[config.mk]
export PLATFORM = sky130hd
export DESIGN_NAME = tape_timing_gen
export DESIGN_NICKNAME = d
export VERILOG_FILES = /design/src/rtl/tape_timing_gen_pkg.sv /design/src/rtl/edge_pulse.sv /design/src/rtl/tape_timing_gen.sv
export SDC_FILE = /design/constraint.sdc
export NUM_CORES = 1
export LEC_CHECK = 0
export CAP_MARGIN = 30
export CORE_AREA = 2 2 49 51
export CTS_CLUSTER_SIZE = 14
export DETAILED_ROUTE_END_ITERATION = 10
export DIE_AREA = 0 0 51 53
export GPL_TIMING_DRIVEN = 0
export PLACE_DENSITY = 0.66
export REMOVE_ABC_BUFFERS = 1
export SLEW_MARGIN = 20
export SYNTH_ARGS = -nofsm -noshare
export SYNTH_HDL_FRONTEND = slang
export SYNTH_HIERARCHICAL = 1
export SYNTH_SLANG_ARGS = --single-unit
[constraint.sdc]
create_clock -name clk -period 1.3 [get_ports clk]
set_clock_uncertainty 0.1 [all_clocks]
set_input_delay 0.26 -clock clk [delete_from_list [all_inputs] [get_ports clk]]
set_output_delay 0.26 -clock clk [all_outputs]
set_load 0.03 [all_outputs]
[src/rtl/tape_timing_gen_pkg.sv]
// Shared constants for the DECtape timing helper: TCK width and the
// default divider derived from the system and tick clock rates.
package tape_timing_gen_pkg;

    localparam int TCK_W   = 2;
    localparam int CLK_HZ  = 50_000_000;
    localparam int TICK_HZ = 120_000;

    // Rounded divide: (50 MHz + 60 kHz) / 120 kHz = 417.
    localparam int DIV_DEFAULT   = (CLK_HZ + TICK_HZ / 2) / TICK_HZ;
    localparam int CNT_W_DEFAULT = 9;

    // TCK counts down modulo 4: 00 -> 11 -> 10 -> 01 -> 00.
    function automatic logic [TCK_W-1:0] tck_dec(input logic [TCK_W-1:0] v);
        return v - TCK_W'(1);
    endfunction

endpackage

[src/rtl/edge_pulse.sv]
// Rising-edge detector: p is high while 'in' is 1 and its previous-clock
// sample was 0. History resets to RST_VAL so an idle input makes no pulse.
module edge_pulse #(
    parameter logic RST_VAL = 1'b0
) (
    input  logic clk,
    input  logic reset,
    input  logic in,
    output logic p
);

    logic in_d_q;

    // One-clock history of the input.
    always_ff @(posedge clk or posedge reset) begin
        if (reset) begin
            in_d_q <= RST_VAL;
        end else begin
            in_d_q <= in;
        end
    end

    assign p = in & ~in_d_q;

endmodule

[src/rtl/tape_timing_gen.sv]
// DECtape timing helper: 120 kHz tick divider, 2-bit TCK timing-track
// counter held by wrtm_wait, and tp0/tp1 pulse generation from either the
// TCK edges (write-timing-mark mode) or the read-back timing track.
module tape_timing_gen
    import tape_timing_gen_pkg::*;
#(
    parameter int DIV   = DIV_DEFAULT,
    parameter int CNT_W = CNT_W_DEFAULT
) (
    input  logic             clk,
    input  logic             reset,
    input  logic             wrtm,
    input  logic             wrtm_wait,
    input  logic             rwa_tm,
    output logic             tick120,
    output logic [TCK_W-1:0] tck,
    output logic             wr_tm,
    output logic             tp0,
    output logic             tp1
);

    localparam logic [CNT_W-1:0] DIV_LAST = CNT_W'(DIV - 1);

    logic [CNT_W-1:0] div_cnt_q, div_cnt_d;
    logic             tick_q, tick_d;
    logic [TCK_W-1:0] tck_q, tck_d;

    logic tck_lsb_n;
    logic rwa_n;
    logic ftick;
    logic rrise;
    logic rfall;

    // Next-state for the free-running divider and the held TCK counter.
    always_comb begin
        div_cnt_d = div_cnt_q + CNT_W'(1);
        tick_d    = 1'b0;
        if (div_cnt_q == DIV_LAST) begin
            div_cnt_d = '0;
            tick_d    = 1'b1;
        end
        // A tick arriving while the transport is not ready is dropped.
        tck_d = tck_q;
        if (tick_q && !wrtm_wait) begin
            tck_d = tck_dec(tck_q);
        end
    end

    // Divider, tick and TCK state registers.
    always_ff @(posedge clk or posedge reset) begin
        if (reset) begin
            div_cnt_q <= '0;
            tick_q    <= 1'b0;
            tck_q     <= '0;
        end else begin
            div_cnt_q <= div_cnt_d;
            tick_q    <= tick_d;
            tck_q     <= tck_d;
        end
    end

    assign tck_lsb_n = ~tck_q[0];
    assign rwa_n     = ~rwa_tm;

    // TCK LSB fall; idle history is ~tck[0] at reset = 1.
    edge_pulse #(.RST_VAL(1'b1)) u_tck_fall (
        .clk   (clk),
        .reset (reset),
        .in    (tck_lsb_n),
        .p     (ftick)
    );

    // Timing-track rise; idle history rwa = 0.
    edge_pulse #(.RST_VAL(1'b0)) u_rwa_rise (
        .clk   (clk),
        .reset (reset),
        .in    (rwa_tm),
        .p     (rrise)
    );

    // Timing-track fall; history of ~rwa idles at 1.
    edge_pulse #(.RST_VAL(1'b1)) u_rwa_fall (
        .clk   (clk),
        .reset (reset),
        .in    (rwa_n),
        .p     (rfall)
    );

    // Pulse source select. tck[1] already holds the post-transition value
    // when ftick fires, so 11->10 gives tp1 and 01->00 gives tp0.
    always_comb begin
        tp0 = 1'b0;
        tp1 = 1'b0;
        if (wrtm) begin
            tp0 = ftick & ~tck_q[1];
            tp1 = ftick &  tck_q[1];
        end else begin
            tp0 = rfall;
            tp1 = rrise;
        end
    end

    assign tick120 = tick_q;
    assign tck     = tck_q;
    assign wr_tm   = tck_q[1];

endmodule

# ---- Yosys cells after proc, flatten, opt, wreduce, memory -nomap -nowiden
# Cells that the tools add are included.
dict set report op_classes {
  n_bitwise 11
  add_sub_neg 2
  muxes 4
  n_eq_ne 1
  reduce_logical 2
}
# operator count
set ops {}
lappend ops {{$add A9 B1 Y9 const B} 1}
lappend ops {{$eq A9 B9 Y1 const B} 1}
lappend ops {{$mux W9} 1}
lappend ops {{$not A1 Y1} 6}
lappend ops {{$and A1 B1 Y1} 5}
lappend ops {{$mux W1} 3}
lappend ops {{$sub A2 B1 Y2 const B} 1}
lappend ops {{$logic_and A1 B1 Y1} 1}
lappend ops {{$logic_not A1 Y1} 1}
dict set report word_totals {
  reg_bits 15
}

# ---- Logic depth before layout (Yosys ltp)
# Gate-level depths: netlist of run 1.
dict set report depth {
  ltp_word 4
  mapped_depth 6
  ltp_nobuf 6
}

# ---- Modules after synthesis
# The synthesis of run 1 kept the hierarchy.
# mod seq_area_each_um2 n_inst area_per_inst_um2 cells_per_inst
set by_module_without_submodules {}
lappend by_module_without_submodules {tape_timing_gen 300.3 1 591.8 56}
lappend by_module_without_submodules {{edge_pulse (u_rwa_fall ...)} 26.3 2 43.8 3}
lappend by_module_without_submodules {{edge_pulse (u_rwa_rise)} 25.0 1 42.5 3}

# ---- Worst setup path after synthesis of run 1
# No wires, ideal clock.
dict set report synth_path {
  kind {reg2out}
  from {register u_rwa_rise.in_d_q}
  to {output port tp1}
  t_required_ps 940
  path_slack_ps -253
  n_path_buf 0
  arrival_ps 1193
  path_stages_with_launch 4
  path_cell_list {dfrtp_1 nor2b_4 inv_1 o21ai_0}
}
dict set report synth_between {
  elab_chain_cells 3
}
# item line
set synth_lines {}
lappend synth_lines {{start: declaration} edge_pulse.sv:12} ;# logic in_d_q;
lappend synth_lines {{start signal: assignment} edge_pulse.sv:19} ;# in_d_q <= in;
lappend synth_lines {{$not A1 Y1} edge_pulse.sv:23} ;# assign p = in & ~in_d_q;
lappend synth_lines {{$and A1 B1 Y1} edge_pulse.sv:23}
lappend synth_lines {{via rrise} tape_timing_gen.sv:31} ;# logic rrise;
lappend synth_lines {{$mux W1} tape_timing_gen.sv:94} ;# if (wrtm) begin
lappend synth_lines {{end: declaration} tape_timing_gen.sv:19} ;# output logic tp1
# The timed path passes the listed nets, and every way through them passes these cells.

# ---- Worst setup path after layout of run 1
dict set report layout_path {
  from {register tck_q[0], in the netlist tck[0]}
  to {output port tp0}
}
dict set report layout_between {
  elab_chain_cells 4
}
# item line
set layout_lines {}
lappend layout_lines {{start: declaration} tape_timing_gen.sv:26} ;# logic [TCK_W-1:0] tck_q, tck_d;
lappend layout_lines {{start signal: assignment} tape_timing_gen.sv:58} ;# tck_q <= tck_d;
lappend layout_lines {{$not A1 Y1} tape_timing_gen.sv:62} ;# assign tck_lsb_n = ~tck_q[0];
lappend layout_lines {{via tck_lsb_n} tape_timing_gen.sv:28} ;# logic tck_lsb_n;
lappend layout_lines {{$and A1 B1 Y1} edge_pulse.sv:23}
lappend layout_lines {{via ftick} tape_timing_gen.sv:30} ;# logic ftick;
lappend layout_lines {{$and A1 B1 Y1} tape_timing_gen.sv:95} ;# tp0 = ftick & ~tck_q[1];
lappend layout_lines {{$mux W1} tape_timing_gen.sv:94}
lappend layout_lines {{end: declaration} tape_timing_gen.sv:18} ;# output logic tp0,
# The timed path passes the listed nets, and every way through them passes these cells.

==> results of run 1 <==
## through the flow
| stage | total power, uW | instance area (um^2) | TNS, ns | hold slack, ns | instances |
|---|---|---|---|---|---|
| after global routing | 822 | 995 | -2.21 | 0.0966 | 118 |
| after CTS | 790 | 915 | -1.11 | 0.0996 | 112 |
| after floorplan | 504 | 714 | -0.793 | -0.111 | 64 |
| after detailed placement | 528 | 850 | -3.52 | 0.322 | 102 |
| after global placement | 526 | 850 | -3.29 | 0.317 | 102 |
| final | 774 | 995 | -1.16 | 0.105 | 118 |
## routing by layer
layer	share of wire (%)	GRT usage (%)
met5	0	0
met4	0	6.76
met3	4.7	2.54
met2	53	19.0
met1	42	11.9
## critical path, delay by kind of cell, from the launching register on
family / cells / cell delay, ns
flops: 1 / 0.39
simple gates: 2 / 0.20
compound gates: 1 / 0.07
buf+inv: 2 / 0.23
## cells in the final DEF (no fill, tap or decap), types with 2 or more instances in the layout
cell | Yosys | final
buf_4 | 1 | 13
buf_6 | 0 | 3
clkbuf_4 | 0 | 3
clkdlybuf4s50_1 | 0 | 3
dfrtp_1 | 13 | 12
dfstp_2 | 2 | 2
dlygate4sd2_1 | 0 | 2
inv_1 | 11 | 10
nand3_1 | 4 | 4
nand3b_1 | 2 | 2
nor2b_4 | 3 | 3
o21ai_1 | 1 | 3
xnor2_1 | 4 | 4
xor2_1 | 2 | 2
## sequential cells by signal, summed over array words and instances, names as in the netlist
name,cells
div_cnt_q,9
tck,2
tick120,1
u_rwa_fall/in_d_q,1
u_rwa_rise/in_d_q,1
u_tck_fall/in_d_q,1
## power by group through the flow
| stage | Sequential, uW | Combinational [uW] | Clock [uW] |
|---|---|---|---|
| 2_1_floorplan | 482 | 21.8 | 0 |
| 3_5_place_dp | 482 | 45.4 | 0 |
| 4_1_cts | 474 | 44.0 | 273 |
| 6_report | 473 | 42.5 | 258 |
| 5_1_grt | 474 | 48.0 | 299 |
| 3_3_place_gp | 482 | 43.9 | 0 |
## timing repair
item / in CTS / in global routing
setup endpoints to repair: 13 / 12
pin swaps: 3 / 0
setup buffers: 6 / 6
hold buffers: 0 / 0
resized for setup: 40 / 8
## worst max-delay path by stage
| stage | start | endpoint | slack [ns] | cells past startpoint |
|---|---|---|---|---|
| floorplan | tck[1]$_DFFE_PP0P_ | tp0 | -0.26 | 2 |
| detailed placement | rwa_tm | tp0 | -0.85 | 6 |
| CTS | tck[0]$_DFFE_PP0P_ | tp0 | -0.26 | 5 |
| finish | tck[0]$_DFFE_PP0P_ | tp0 | -0.24 | 5 |
| global route | tck[0]$_DFFE_PP0P_ | tp1 | -0.34 | 5 |
| global placement | rwa_tm | tp0 | -0.83 | 6 |
## kinds of logic after synthesis
family	count (synthesis)
AOI/OAI and AO/OA	6
xor gates and xnor gates	6
adders and majority gates	2
buffers and inverters	12
DFF	15
and+or+nand+nor	24
## layout make-up
class | count | area, um^2 | share of cell area [%]
Multi-Input combinational cell | 38 | 328 | 33.0
Inverter | 11 | 41.3 | 4.15
Clock buffer | 3 | 22.5 | 2.26
Tap cell | 28 | 35.0 | 3.52
Clock inverter | 1 | 5.00 | 0.503
Timing Repair Buffer | 22 | 184 | 18.5
Sequential cell | 15 | 379 | 38.1
==> metrics, run 1 <==
status=finished, violations left; failing checks=setup timing; Synth Area in Simple Gates=roughly a quarter; Seq pwr share=61.2%; flop-to-flop setup slack=-0.10 ns; Final ANT Viol Nets=0; worst r2r dst=div_cnt_q[1]$_DFF_PP0_; DP Worst Slack=-0.847 ns; detailed-route via count=528; Cell Rows=17; Worst R2R Start=div_cnt_q[0]$_DFF_PP0_; setup violators final=11; syn_area_per_cell=between 10 and 15 um^2; synth top area cells=dfrtp_1, dfstp_2, inv_1; Crit-path slowest cell=dfrtp_1; Post-Syn Instances=65; final core utilization=approximately 46%; CP startpoint kind=flop; Combinational Power Share=5.5%; Slew @ Worst Pin=0.449 ns; Worst-path clk slew=0.09 ns; Sw Share=21.9%; share of flip-flops with an asynchronous set or reset=100%; Pint=roughly 600 uW; Net count, final=98; RSZ-0062 raised after global routing=true; Total Routed Length=between 1 and 1.5 mm; global-route wire length before repair=2.17 mm; Skew-Pair Late Insertion Delay=0.28 ns; pins over their slew limit=0; vias in the first global route=540; most common cell in the synthesized netlist=dfrtp_1; DRT iter0 DRCs=3; initial antenna violation count=0; area growth from synthesis to layout=37.8%; GR Util All Layers=between 10% and 20%; largest net degree at the start of global routing=13; Max-cap violations=0; Seq/Total Area, Yosys=52.3%; core area=approximately 2100 um^2; Req. time, crit path=0.94 ns; Fmax=around 650 MHz; adder-cell share of the synthesized area=3.47%; Hold Vio Cnt, Final=0; First-pass DRT Iterations=4; filler instances=between 200 and 250; Synth top cells by count=dfrtp_1, inv_1, nand3_1, xnor2_1; delay of the slowest cell on the worst path=approximately 0.4 ns; total CTS buffers=3; clock period minus worst slack=1.54 ns; HP Class=in2async; largest family of logic cells by synthesized area=simple AND/OR/NAND/NOR gates; IO Count=11; mux cell area share after synthesis=0%; NetSw=169 uW; ys flop type=dfrtp_1; CTS tree=yes; Initial Utilization=33.6%; Yosys reg bits=15; Placer Congestion=0.699; post-synth top area share=approximately 45%; Synth Area in Compound Gates=4.16%; Post-synth EDFFs=0; vias per inst=about 4.5; Yosys cell types=25; Static Leak=0.000457 uW; Critical Path End Type=primary output; ratio of final minimum period to clock period=118%; H-Tree Level Count=1; # clock sinks=15; average wire per standard cell=10.5 um; total grt overflow=0; slew margin rel.=70.0%; final setup margin=-0.237 ns; pwr dens=778 nW/um^2; mapped cell area=722 um^2; root buffer cell=clkbuf_4; worst r2r path cells=6; diode count=0; die footprint=2700 um^2; Die Width=51 um; WS Path Type=reg2out; Port Buffers=10; Post-Synth XOR/XNOR Area=under 10%; DR DRC count=0; Critical Path AT=about 1.2 ns; Clock Tree Buf Depth=2; VDD IR max=0.000541 V; Vert. Die Dim=~53 um; DPL Wire Length=825 um; power share of the clock group=between 30% and 40%; Ys Warns=6; Worst Path Max Fanout=2; leading area contributor after synthesis=dfrtp_1; worst path cell trace=inv_2 -> nor2b_4 -> nand3b_1 -> o21ai_1 -> buf_4; layout cells sized above 1=40.0%
No activity file was read; power rests on OpenSTA's default activity.
==> run 2: changes to the inputs <==
Settings changed: SLEW_MARGIN 20 to not set.
==> results of run 2 <==
The final DEF is identical to that of run 1; final timing and power are the same.
